### config.mk
export PLATFORM = sky130hd
export DESIGN_NAME = pkt_responder
export DESIGN_NICKNAME = d
export VERILOG_FILES = /design/src/rtl/pkt_pkg.sv /design/src/rtl/pkt_gap_timer.sv /design/src/rtl/pkt_responder.sv
export SDC_FILE = /design/constraint.sdc
export NUM_CORES = 1
export LEC_CHECK = 0
export BUFFER_PORTS_ARGS = -buffer_cell sky130_fd_sc_hd__buf_2
export CORE_AREA = 2 2 188 190
export DETAILED_ROUTE_END_ITERATION = 7
export DIE_AREA = 0 0 190 192
export PLACE_DENSITY = 0.56
export REMOVE_ABC_BUFFERS = 1
export SYNTH_ARGS = -nofsm -noshare
export SYNTH_HDL_FRONTEND = slang
export SYNTH_HIERARCHICAL = 1
export SYNTH_SLANG_ARGS = --single-unit
### constraint.sdc
create_clock -name clk -period 3.76 [get_ports clk]
set_input_delay 0.564 -clock clk [delete_from_list [all_inputs] [get_ports clk]]
set_output_delay 0.564 -clock clk [all_outputs]
set_load 0.01 [all_outputs]
### src/rtl/pkt_pkg.sv
// pkt_pkg: shared constants and state encoding for the pkt_responder block.
//   SOF/ACK/NAK      framing and status bytes
//   CMD_PING/ECHO    recognised command codes
//   state_t          protocol engine state encoding
//   umax             constant helper used to size shared counters
package pkt_pkg;

    localparam logic [7:0] SOF      = 8'hA5;
    localparam logic [7:0] ACK      = 8'h06;
    localparam logic [7:0] NAK      = 8'h15;
    localparam logic [7:0] CMD_PING = 8'h01;
    localparam logic [7:0] CMD_ECHO = 8'h02;

    typedef enum logic [2:0] {
        ST_IDLE = 3'd0,
        ST_CMD  = 3'd1,
        ST_LEN  = 3'd2,
        ST_DATA = 3'd3,
        ST_CSUM = 3'd4,
        ST_RESP = 3'd5
    } state_t;

    function automatic int unsigned umax(input int unsigned a, input int unsigned b);
        return (a > b) ? a : b;
    endfunction

endpackage

### src/rtl/pkt_gap_timer.sv
// pkt_gap_timer: loadable down-counter that stops at zero.
//   clk, rst_n     clock, async active-low reset
//   i_load         load i_load_val this cycle (wins over counting)
//   i_load_val     reload value; expiry is seen i_load_val+1 cycles after load
//   o_expired_c    combinational: counter is at zero
module pkt_gap_timer #(
    parameter int unsigned MAX_CNT = 86900,
    parameter int unsigned CNT_W   = ($clog2(MAX_CNT) > 0) ? $clog2(MAX_CNT) : 1
) (
    input  logic             clk,
    input  logic             rst_n,
    input  logic             i_load,
    input  logic [CNT_W-1:0] i_load_val,
    output logic             o_expired_c
);

    logic [CNT_W-1:0] r_cnt;

    // Count down and park at zero until reloaded.
    always_ff @(posedge clk or negedge rst_n) begin
        if (!rst_n) begin
            r_cnt <= '0;
        end else if (i_load) begin
            r_cnt <= i_load_val;
        end else if (r_cnt != '0) begin
            r_cnt <= r_cnt - CNT_W'(1);
        end
    end

    assign o_expired_c = (r_cnt == '0);

endmodule

### src/rtl/pkt_responder.sv
// pkt_responder: frames command packets from the receive byte stream and
// answers each with a framed response paced at a fixed inter-byte gap.
//   clk, rst_n           clock, async active-low reset
//   rx_byte, rx_valid    received byte and its single-cycle strobe
//   tx_byte, tx_valid    response byte (held between strobes) and strobe
//   busy                 high from SOF accept until last response strobe
//   err                  single-cycle pulse on a frame error
// Optional: define PKT_TIMEOUT_EN to abandon a partial frame after
// TIMEOUT_CLKS cycles without a received byte.
module pkt_responder
    import pkt_pkg::*;
#(
    parameter int unsigned MAX_LEN      = 16,
    parameter int unsigned TX_GAP_CLKS  = 8690,
    parameter int unsigned TIMEOUT_CLKS = 86900
) (
    input  logic       clk,
    input  logic       rst_n,
    input  logic [7:0] rx_byte,
    input  logic       rx_valid,
    output logic [7:0] tx_byte,
    output logic       tx_valid,
    output logic       busy,
    output logic       err
);

    localparam int unsigned TMR_MAX = umax(TX_GAP_CLKS, TIMEOUT_CLKS);
    localparam int unsigned TMR_W   = ($clog2(TMR_MAX) > 0) ? $clog2(TMR_MAX) : 1;
    localparam int unsigned BUF_AW  = (MAX_LEN > 1) ? $clog2(MAX_LEN) : 1;
    localparam int unsigned IDX_W   = $clog2(MAX_LEN + 5);

    state_t             r_state;
    logic [7:0]         r_cmd;
    logic [7:0]         r_len;
    logic [7:0]         r_idx;
    logic [7:0]         r_rx_csum;
    logic [7:0]         r_status;
    logic [7:0]         r_resp_len;
    logic [IDX_W-1:0]   r_tx_idx;
    logic [7:0]         r_tx_csum;
    logic [7:0]         r_tx_byte;
    logic               r_tx_valid;
    logic               r_busy;
    logic               r_err;
    logic [7:0]         r_buf [MAX_LEN];

    state_t             w_state_nxt;
    logic [7:0]         w_cmd_nxt;
    logic [7:0]         w_len_nxt;
    logic [7:0]         w_idx_nxt;
    logic [7:0]         w_rx_csum_nxt;
    logic [7:0]         w_status_nxt;
    logic [7:0]         w_resp_len_nxt;
    logic [IDX_W-1:0]   w_tx_idx_nxt;
    logic [7:0]         w_tx_csum_nxt;
    logic [7:0]         w_tx_byte_nxt;
    logic               w_tx_valid_nxt;
    logic               w_busy_nxt;
    logic               w_err_nxt;
    logic               w_buf_we;
    logic [BUF_AW-1:0]  w_buf_waddr;
    logic               w_tmr_load;
    logic [TMR_W-1:0]   w_tmr_val;
    logic               w_tmr_expired;
    logic [IDX_W-1:0]   w_tx_total;
    logic [7:0]         w_tx_sel;

    // One timer serves TX pacing and, when enabled, the RX inter-byte timeout;
    // the two uses never overlap because the engine is half-duplex.
    pkt_gap_timer #(
        .MAX_CNT (TMR_MAX),
        .CNT_W   (TMR_W)
    ) u_gap_timer (
        .clk         (clk),
        .rst_n       (rst_n),
        .i_load      (w_tmr_load),
        .i_load_val  (w_tmr_val),
        .o_expired_c (w_tmr_expired)
    );

    assign w_tx_total = IDX_W'(r_resp_len) + IDX_W'(4);

    // Response byte at index r_tx_idx: STATUS, LEN, payload..., CSUM.
    always_comb begin
        w_tx_sel = r_tx_csum;
        if (r_tx_idx == IDX_W'(1)) begin
            w_tx_sel = r_status;
        end else if (r_tx_idx == IDX_W'(2)) begin
            w_tx_sel = r_resp_len;
        end else if (r_tx_idx < w_tx_total - IDX_W'(1)) begin
            w_tx_sel = r_buf[BUF_AW'(r_tx_idx - IDX_W'(3))];
        end
    end

    // Next-state and output logic.
    always_comb begin
        w_state_nxt    = r_state;
        w_cmd_nxt      = r_cmd;
        w_len_nxt      = r_len;
        w_idx_nxt      = r_idx;
        w_rx_csum_nxt  = r_rx_csum;
        w_status_nxt   = r_status;
        w_resp_len_nxt = r_resp_len;
        w_tx_idx_nxt   = r_tx_idx;
        w_tx_csum_nxt  = r_tx_csum;
        w_tx_byte_nxt  = r_tx_byte;
        w_tx_valid_nxt = 1'b0;
        w_busy_nxt     = r_busy;
        w_err_nxt      = 1'b0;
        w_buf_we       = 1'b0;
        w_buf_waddr    = BUF_AW'(r_idx);
        w_tmr_load     = 1'b0;
        w_tmr_val      = TMR_W'(TIMEOUT_CLKS - 1);

        case (r_state)
            ST_IDLE: begin
                if (rx_valid && (rx_byte == SOF)) begin
                    w_state_nxt   = ST_CMD;
                    w_busy_nxt    = 1'b1;
                    w_rx_csum_nxt = 8'h00;
                    w_idx_nxt     = 8'h00;
                    w_tmr_load    = 1'b1;
                end
            end
            ST_CMD: begin
                if (rx_valid) begin
                    w_state_nxt   = ST_LEN;
                    w_cmd_nxt     = rx_byte;
                    w_rx_csum_nxt = r_rx_csum ^ rx_byte;
                    w_tmr_load    = 1'b1;
                end
            end
            ST_LEN: begin
                if (rx_valid) begin
                    if (rx_byte > 8'(MAX_LEN)) begin
                        w_state_nxt = ST_IDLE;
                        w_busy_nxt  = 1'b0;
                        w_err_nxt   = 1'b1;
                    end else begin
                        w_state_nxt   = (rx_byte == 8'h00) ? ST_CSUM : ST_DATA;
                        w_len_nxt     = rx_byte;
                        w_rx_csum_nxt = r_rx_csum ^ rx_byte;
                        w_idx_nxt     = 8'h00;
                        w_tmr_load    = 1'b1;
                    end
                end
            end
            ST_DATA: begin
                if (rx_valid) begin
                    w_buf_we      = 1'b1;
                    w_rx_csum_nxt = r_rx_csum ^ rx_byte;
                    w_idx_nxt     = r_idx + 8'd1;
                    w_tmr_load    = 1'b1;
                    if (r_idx == r_len - 8'd1) begin
                        w_state_nxt = ST_CSUM;
                    end
                end
            end
            ST_CSUM: begin
                if (rx_valid) begin
                    w_resp_len_nxt = 8'h00;
                    w_status_nxt   = NAK;
                    if (rx_byte != r_rx_csum) begin
                        w_err_nxt = 1'b1;
                    end else if (r_cmd == CMD_PING) begin
                        w_status_nxt = ACK;
                    end else if (r_cmd == CMD_ECHO) begin
                        w_status_nxt   = ACK;
                        w_resp_len_nxt = r_len;
                    end
                    // SOF goes out immediately; later bytes wait on the timer.
                    w_state_nxt    = ST_RESP;
                    w_tx_byte_nxt  = SOF;
                    w_tx_valid_nxt = 1'b1;
                    w_tx_idx_nxt   = IDX_W'(1);
                    w_tx_csum_nxt  = 8'h00;
                    w_tmr_load     = 1'b1;
                    w_tmr_val      = TMR_W'(TX_GAP_CLKS - 1);
                end
            end
            ST_RESP: begin
                if (r_tx_idx == w_tx_total) begin
                    w_state_nxt = ST_IDLE;
                    w_busy_nxt  = 1'b0;
                end else if (w_tmr_expired) begin
                    w_tx_byte_nxt  = w_tx_sel;
                    w_tx_valid_nxt = 1'b1;
                    w_tx_csum_nxt  = r_tx_csum ^ w_tx_sel;
                    w_tx_idx_nxt   = r_tx_idx + IDX_W'(1);
                    w_tmr_load     = 1'b1;
                    w_tmr_val      = TMR_W'(TX_GAP_CLKS - 1);
                end
            end
            default: begin
                w_state_nxt = ST_IDLE;
                w_busy_nxt  = 1'b0;
            end
        endcase

`ifdef PKT_TIMEOUT_EN
        // Abandon a stalled partial frame; the timer was reloaded on every byte.
        if (!rx_valid && w_tmr_expired &&
            (r_state inside {ST_CMD, ST_LEN, ST_DATA, ST_CSUM})) begin
            w_state_nxt = ST_IDLE;
            w_busy_nxt  = 1'b0;
            w_err_nxt   = 1'b1;
        end
`endif
    end

    // State and registered outputs.
    always_ff @(posedge clk or negedge rst_n) begin
        if (!rst_n) begin
            r_state    <= ST_IDLE;
            r_cmd      <= 8'h00;
            r_len      <= 8'h00;
            r_idx      <= 8'h00;
            r_rx_csum  <= 8'h00;
            r_status   <= 8'h00;
            r_resp_len <= 8'h00;
            r_tx_idx   <= '0;
            r_tx_csum  <= 8'h00;
            r_tx_byte  <= 8'h00;
            r_tx_valid <= 1'b0;
            r_busy     <= 1'b0;
            r_err      <= 1'b0;
        end else begin
            r_state    <= w_state_nxt;
            r_cmd      <= w_cmd_nxt;
            r_len      <= w_len_nxt;
            r_idx      <= w_idx_nxt;
            r_rx_csum  <= w_rx_csum_nxt;
            r_status   <= w_status_nxt;
            r_resp_len <= w_resp_len_nxt;
            r_tx_idx   <= w_tx_idx_nxt;
            r_tx_csum  <= w_tx_csum_nxt;
            r_tx_byte  <= w_tx_byte_nxt;
            r_tx_valid <= w_tx_valid_nxt;
            r_busy     <= w_busy_nxt;
            r_err      <= w_err_nxt;
        end
    end

    // Payload storage; contents are only read after being written this frame.
    always_ff @(posedge clk) begin
        if (w_buf_we) begin
            r_buf[w_buf_waddr] <= rx_byte;
        end
    end

    assign tx_byte  = r_tx_byte;
    assign tx_valid = r_tx_valid;
    assign busy     = r_busy;
    assign err      = r_err;

endmodule

==> flow_summary.yaml, run 1 <==
synthesis:
  synth-seq-area-share_pct: 59.1
  yosys_warnings: 6
  muxShareOfSynthArea_pct: 10.7
  synth-edff-count: 128
  avgSynthCellArea_um2: 13.1
  synth_xor_xnor_area_share_pct: 4.47
  synth_cells: 776
  yosysUniqueCellTypes: 78
  synth_area_um2: 10200
  synth-compound-area-share_pct: 9.49
  synth_seq_cells: 215
  synth_top_family_by_area: "simple AND/OR/NAND/NOR gates"
  postSynth.asyncResetShare_pct: 40.5
  synthAdderAreaFrac_pct: 1.96
  synth_flop_cell: "edfxtp_1"
  yosys.area_share.simple_pct: 11.9
sta:
  finalCritPeriodShare_pct: 83.3
  rsz0062_at_grt: "no"
  setup_tns_ps: 0
  clock_skew_ps: 23.2
  hold_slack_ps: 197
  slew-limit-headroom_pct: 28.5
  tightest_slew_ps: 1070
  finalHoldViolations: 0
  max_freq_ghz: 0.319
  setup_viol: 0
  fin_crit_ps: 3130
  slew_violations: 0
  layout_setup_ws_ps: 629
power_and_ir_drop:
  seqPwrFrac_pct: 50.1
  p_int_uw: 4250
  p_sw_uw: 1370
  power_uw: 5620
  clkPwrFrac_pct: 41.3
  ir_drop_v: 0.000347
  p_leak_uw: 0.00455
  p_sw_share_pct: 24.4
  powerDensity_nw_per_um2: 477
  p_comb_share_pct: 8.6
worst_setup_path:
  end_kind: "register"
  start_kind: "register"
  crit_required_ps: 4200
  r2r_setup_slack_ps: 630
  critPathLaunch: "r_resp_len[2]"
  cp.arrival_ps: 3570
  r2r_cells: 10
  r2r-end: "r_tx_csum[4]"
  critPathKind: "register to register"
  r2r-start: "r_resp_len[2]"
  worstPathMaxFanout: 8
die:
  row_count: 68
  core_area_um2: 34300
  die_y_um: 192
  start_util_pct: 29.7
  design.die.area_um2: 36500
  ios: 22
  die_w_um: 190
clock_tree:
  clkTransAtPathRegs_ps: 60
  cts_hold_buf: 0
  h-tree-depth: 1
  cts_tree: "built"
  cts_buffer_depth: 3
  cts_setup_buffers: 0
  cts_root_buf: "clkbuf_16"
  cts.repair.resized: 0
  clock-sinks: 215
  cts_buffers: 25
  clk_latency_ps: 530
routing:
  drc_errors: 0
  drt_pass1_iterations: 4
  via_per_inst: 4.89
  routed_wl_um: 23600
  drt_iter0_drc: 605
  ant_nets: 0
  wl_per_cell_um: 18.1
  met2_wirelength_um: 11100
  vias: 6366
  wl_met1_um: 10900
  wl_met3_um: 1170
  dr.max_layer_used: "met4"
cells_and_area:
  area_growth_pct: 15.7
  n_antenna_cell: 0
  num-fill-cells: 3294
  layout_common_cells: "128 x edfxtp_1, 86 x dfrtp_1, 70 x nand2_1, 59 x nor2_1"
  multi_input_area_um2: 3960
  fin_nets: 857
  final_common_cell: "edfxtp_1"
  fin_util_pct: 34.4
  drive_above_1_share_pct: 19.7
  register_area_um2: 6020
placed_design:
  io_buffer_count: 21
  hpwl_um: 15900
  routabilityCongestion: 0.844
  place_ws_ps: 625
global_route:
  grt_first_pass_wirelength_um: 37500
  grt_usage_pct: 13.3
  grt_pass1_vias: 6356
  globalRouteOverflowTotal: 0
  antenna_found_initial: 0
  grt_max_degree: 81
outcome:
  outcome: "finished, final reports clean"
hold_path:
  hold_path_class: "input port to async pin"
flow_run:
  maxCapViolCount: 0
## Yosys cell counts (5+ instances only)
library cell | instances | area [µm²]
xor2_1 | 19 | 166
buf_2 | 8 | 40.0
nor3_1 | 17 | 85.1
nor4_1 | 9 | 56.3
o21ai_1 | 30 | 150
nand3_1 | 10 | 50.1
xnor2_1 | 28 | 245
and2_1 | 7 | 43.8
a21oi_1 | 21 | 105
nor2_1 | 59 | 221
o21ai_0 | 14 | 70.1
mux2i_1 | 13 | 130
clkbuf_1 | 24 | 90.1
mux4_2 | 36 | 811
inv_1 | 16 | 60.1
nand4_1 | 9 | 56.3
dfrtp_1 | 87 | 2180
nand2b_1 | 8 | 50.1
nand2_1 | 70 | 263
a22o_1 | 6 | 52.6
nor2b_1 | 5 | 31.3
o31ai_1 | 14 | 105
ha_1 | 16 | 200
edfxtp_1 | 128 | 3840
a21o_1 | 7 | 52.6
and3_1 | 9 | 56.3
mux2_2 | 11 | 124
or3_1 | 5 | 31.3
a21boi_0 | 5 | 37.5
## routing by layer
layer | vias up | global-route usage (%)
met5 | - | 0
met4 | 0 | 3.46
met3 | 31 | 2.17
met2 | 126 | 21.6
met1 | 3188 | 18.4
li1 | 3021 | -
## kinds of logic (layout without fill, tap and decap cells)
kind of cell	Yosys count	in the layout
compound gates	141	141
xor+xnor	49	49
fa+ha+maj	16	16
buf+inv	56	118
flops	215	215
mux	62	62
other cells	2	10
simple gates	235	235
## power groups by stage
stage / Combinational, µW / Sequential [µW] / Clock, µW
finish: 481 / 2820 / 2320
detailed placement: 487 / 2860 / 0
CTS: 489 / 2810 / 2380
floorplan: 299 / 2820 / 0
global route: 542 / 2840 / 2470
global placement: 481 / 2850 / 0
## worst max-delay path, stage by stage, from the launching register on
cell and delay (ps):
dfrtp_1 460, ha_1 370, xor2_1 170, ha_1 290, a21o_1 160, a21oi_1 250
and2_1 370, nand2_1 210, o31ai_1 470, nand3_1 130, a21oi_1 170
## worst max path at each step
stage / end / slack [ps] / cells past startpoint
2_1_floorplan: tx_byte[5] / -550 / 7
3_3_place_gp: u_gap_timer/r_cnt[1] / 730 / 11
3_5_place_dp: u_gap_timer/r_cnt[1] / 630 / 11
4_1_cts: r_tx_csum[4] / 650 / 10
5_1_grt: r_tx_csum[3] / 400 / 13
6_report: r_tx_csum[4] / 630 / 10
## metrics by stage
stage               instances  instance area, µm²
floorplan                 746               10000
global placement         1258               11000
detailed placement       1258               11000
CTS                      1301               11800
global route             1301               11800
finish                   1301               11800
## registers in the layout, summed over array words and instances, names as in the netlist
signal / count
r_resp_len: 8
tx_byte: 8
r_tx_csum: 8
r_state: 3
r_cmd: 8
r_buf: 128
r_status: 3
busy: 1
u_gap_timer/r_cnt: 17
r_rx_csum: 8
tx_valid: 1
r_len: 8
r_tx_idx: 5
r_idx: 8
err: 1
## area by class of cell
cell class                 count  share of cell area, %
multi-input combinational    513                   33.5
clock buffer                  28                   5.49
timing repair buffer          57                   3.31
sequential                   215                   51.1
clock inverter                15                   1.20
inverter                      18                  0.573
tap                          455                   4.83
No activity file was read; power rests on OpenSTA's default activity.
==> run 2: changes to the inputs <==
PLACE_DENSITY = 0.57   (was 0.56)
clock period = 2.8 ns   (was 3.76 ns; I/O delays follow)
==> flow_summary.yaml, run 2 (synthesized netlist as in run 1, its figures left out) <==
outcome:
  outcome: "finished, final reports clean"
global_route:
  grt_first_pass_wirelength_um: 37900
  globalRouteOverflowTotal: 0
  grt_pass1_vias: 6622
  grt_usage_pct: 13.3
  grt_max_degree: 48
  antenna_found_initial: 1
hold_path:
  whs_endpoint: "r_len[3]"
  hold_path_class: "input port to register"
  min_path_cells: 2
  worstHoldStart: "rx_byte[3]"
placed_design:
  routabilityCongestion: 0.801
  dp.cells: 1278
  hpwl_um: 16400
  postPlaceCellArea_um2: 11200
  io_buffer_count: 21
clock_tree:
  h-tree-depth: 1
  clk_latency_ps: 520
  cts_buffer_depth: 3
  cts_buffers: 25
  cts_tree: "built"
  cts_setup_buffers: 0
  clkTransAtPathRegs_ps: 60
  clock-sinks: 215
  cts_root_buf: "clkbuf_16"
cells_and_area:
  area_growth_pct: 19.2
  num-fill-cells: 3247
  fin_nets: 879
  largest-register: "r_buf"
  finalInstanceArea_um2: 12100
  final_common_cell: "edfxtp_1"
  top_regs: "r_buf: 128 flops, u_gap_timer/r_cnt: 17 flops"
  layout_common_cells: "128 x edfxtp_1, 86 x dfrtp_1, 69 x nand2_1, 59 x nor2_1, 53 x buf_4"
  drive_above_1_share_pct: 23.0
  n_antenna_cell: 0
  final_cells: 1326
  largest_register_ffs: 128
power_and_ir_drop:
  p_sw_uw: 1840
  p_comb_share_pct: 8.5
  seqPwrFrac_pct: 48.3
  powerDensity_nw_per_um2: 643
  p_leak_uw: 0.00473
  p_sw_share_pct: 23.6
  ir_drop_v: 0.000342
  p_int_uw: 5970
  clkPwrFrac_pct: 43.3
sta:
  fin_crit_ps: 2680
  rsz0062_at_grt: "no"
  clock_skew_ps: 17.6
  slew-limit-headroom_pct: 54.8
  max_freq_ghz: 0.373
  tightest_slew_ps: 675
  finalHoldViolations: 0
  slew_violations: 0
  setup_viol: 0
  finalCritPeriodShare_pct: 95.7
routing:
  drc_errors: 0
  routed_wl_um: 24100
  ant_nets: 0
  via_per_inst: 4.89
  drt_pass1_iterations: 4
  vias: 6479
  wl_per_cell_um: 18.1
  drt_iter0_drc: 593
worst_setup_path:
  start_kind: "register"
  worstPathMaxFanout: 17
  cp_num_buf_inv: 2
  r2r_setup_slack_ps: 120
  r2r-end: "tx_byte[5]"
  cp.arrival_ps: 3070
  critPathMaxStageDelay_ps: 540
  crit_required_ps: 3190
  critPathKind: "register to register"
  r2r_cells: 8
  cp_slowest_cell: "mux4_2"
  crit_chain: "inv_1, ha_2, buf_12, mux4_2, mux4_2, a21oi_2, nand2_1, a221o_1"
  end_kind: "register"
  cp_common_cell: "mux4_2"
  r2r-start: "r_tx_idx[0]"
  crit_family: "multiplexers"
die:
  start_util_pct: 29.7
  die_w_um: 190
  core_area_um2: 34300
  row_count: 68
  ios: 22
  die_y_um: 192
  design.die.area_um2: 36500
flow_run:
  maxCapViolCount: 0
==> run 2: power groups by stage <==
stage	registers [µW]	clock network [µW]	logic (µW)
floorplan	3790	0	401
global placement	3820	0	658
detailed placement	3830	0	664
CTS	3770	3460	671
global route	3800	3600	743
finish	3770	3380	661
==> run 2: timing repair <==
action	4_1_cts	5_1_grt
hold buffers	1	0
hold endpoints to repair	40	0
setup endpoints to repair	0	10
gates resized for setup	0	11
==> run 2: worst max path at each step <==
stage / start / end / cells after the start
final: r_tx_idx[0] / tx_byte[5] / 8
after global placement: r_tx_idx[0] / tx_byte[3] / 8
after floorplan: r_tx_idx[0] / tx_byte[5] / 7
after CTS: r_resp_len[2] / r_tx_csum[4] / 10
after global routing: u_gap_timer/r_cnt[0] / r_tx_csum[3] / 11
after detailed placement: r_resp_len[2] / r_tx_csum[1] / 10
==> run 2: area by class of cell <==
cell class                      count  area, µm²  area share (%)
Sequential cell                   215       6020            49.6
Inverter                           18       67.6           0.556
Multi-Input combinational cell    513       4010            33.0
Timing Repair Buffer               79        621            5.11
Tap cell                          455        569            4.69
Clock inverter                     18        221            1.82
Clock buffer                       28        637            5.24
==> run 2: metrics by stage <==
stage	setup TNS, ps	total power [µW]	worst slack, ps	hold slack, ps	utilization (%)
after floorplan	-45490	4190	-1510	124	-
after global placement	0	4480	99.5	455	32.6
after detailed placement	0	4490	61.0	451	32.6
after CTS	0	7900	64.7	218	35.2
after global routing	0	8140	2.85	231	35.4
final	0	7810	121	237	35.4
==> run 2: routing by layer <==
| layer | vias to the layer above | wire length (µm) | track usage [%] | share of wire (%) |
|---|---|---|---|---|
| li1 | 3059 | - | - | - |
| met1 | 3240 | 11300 | 18.6 | 47 |
| met2 | 138 | 11000 | 21.1 | 46 |
| met3 | 42 | 1040 | 2.14 | 4.3 |
| met4 | 0 | 765 | 4.68 | 3.2 |
| met5 | - | 0 | 0 | 0 |
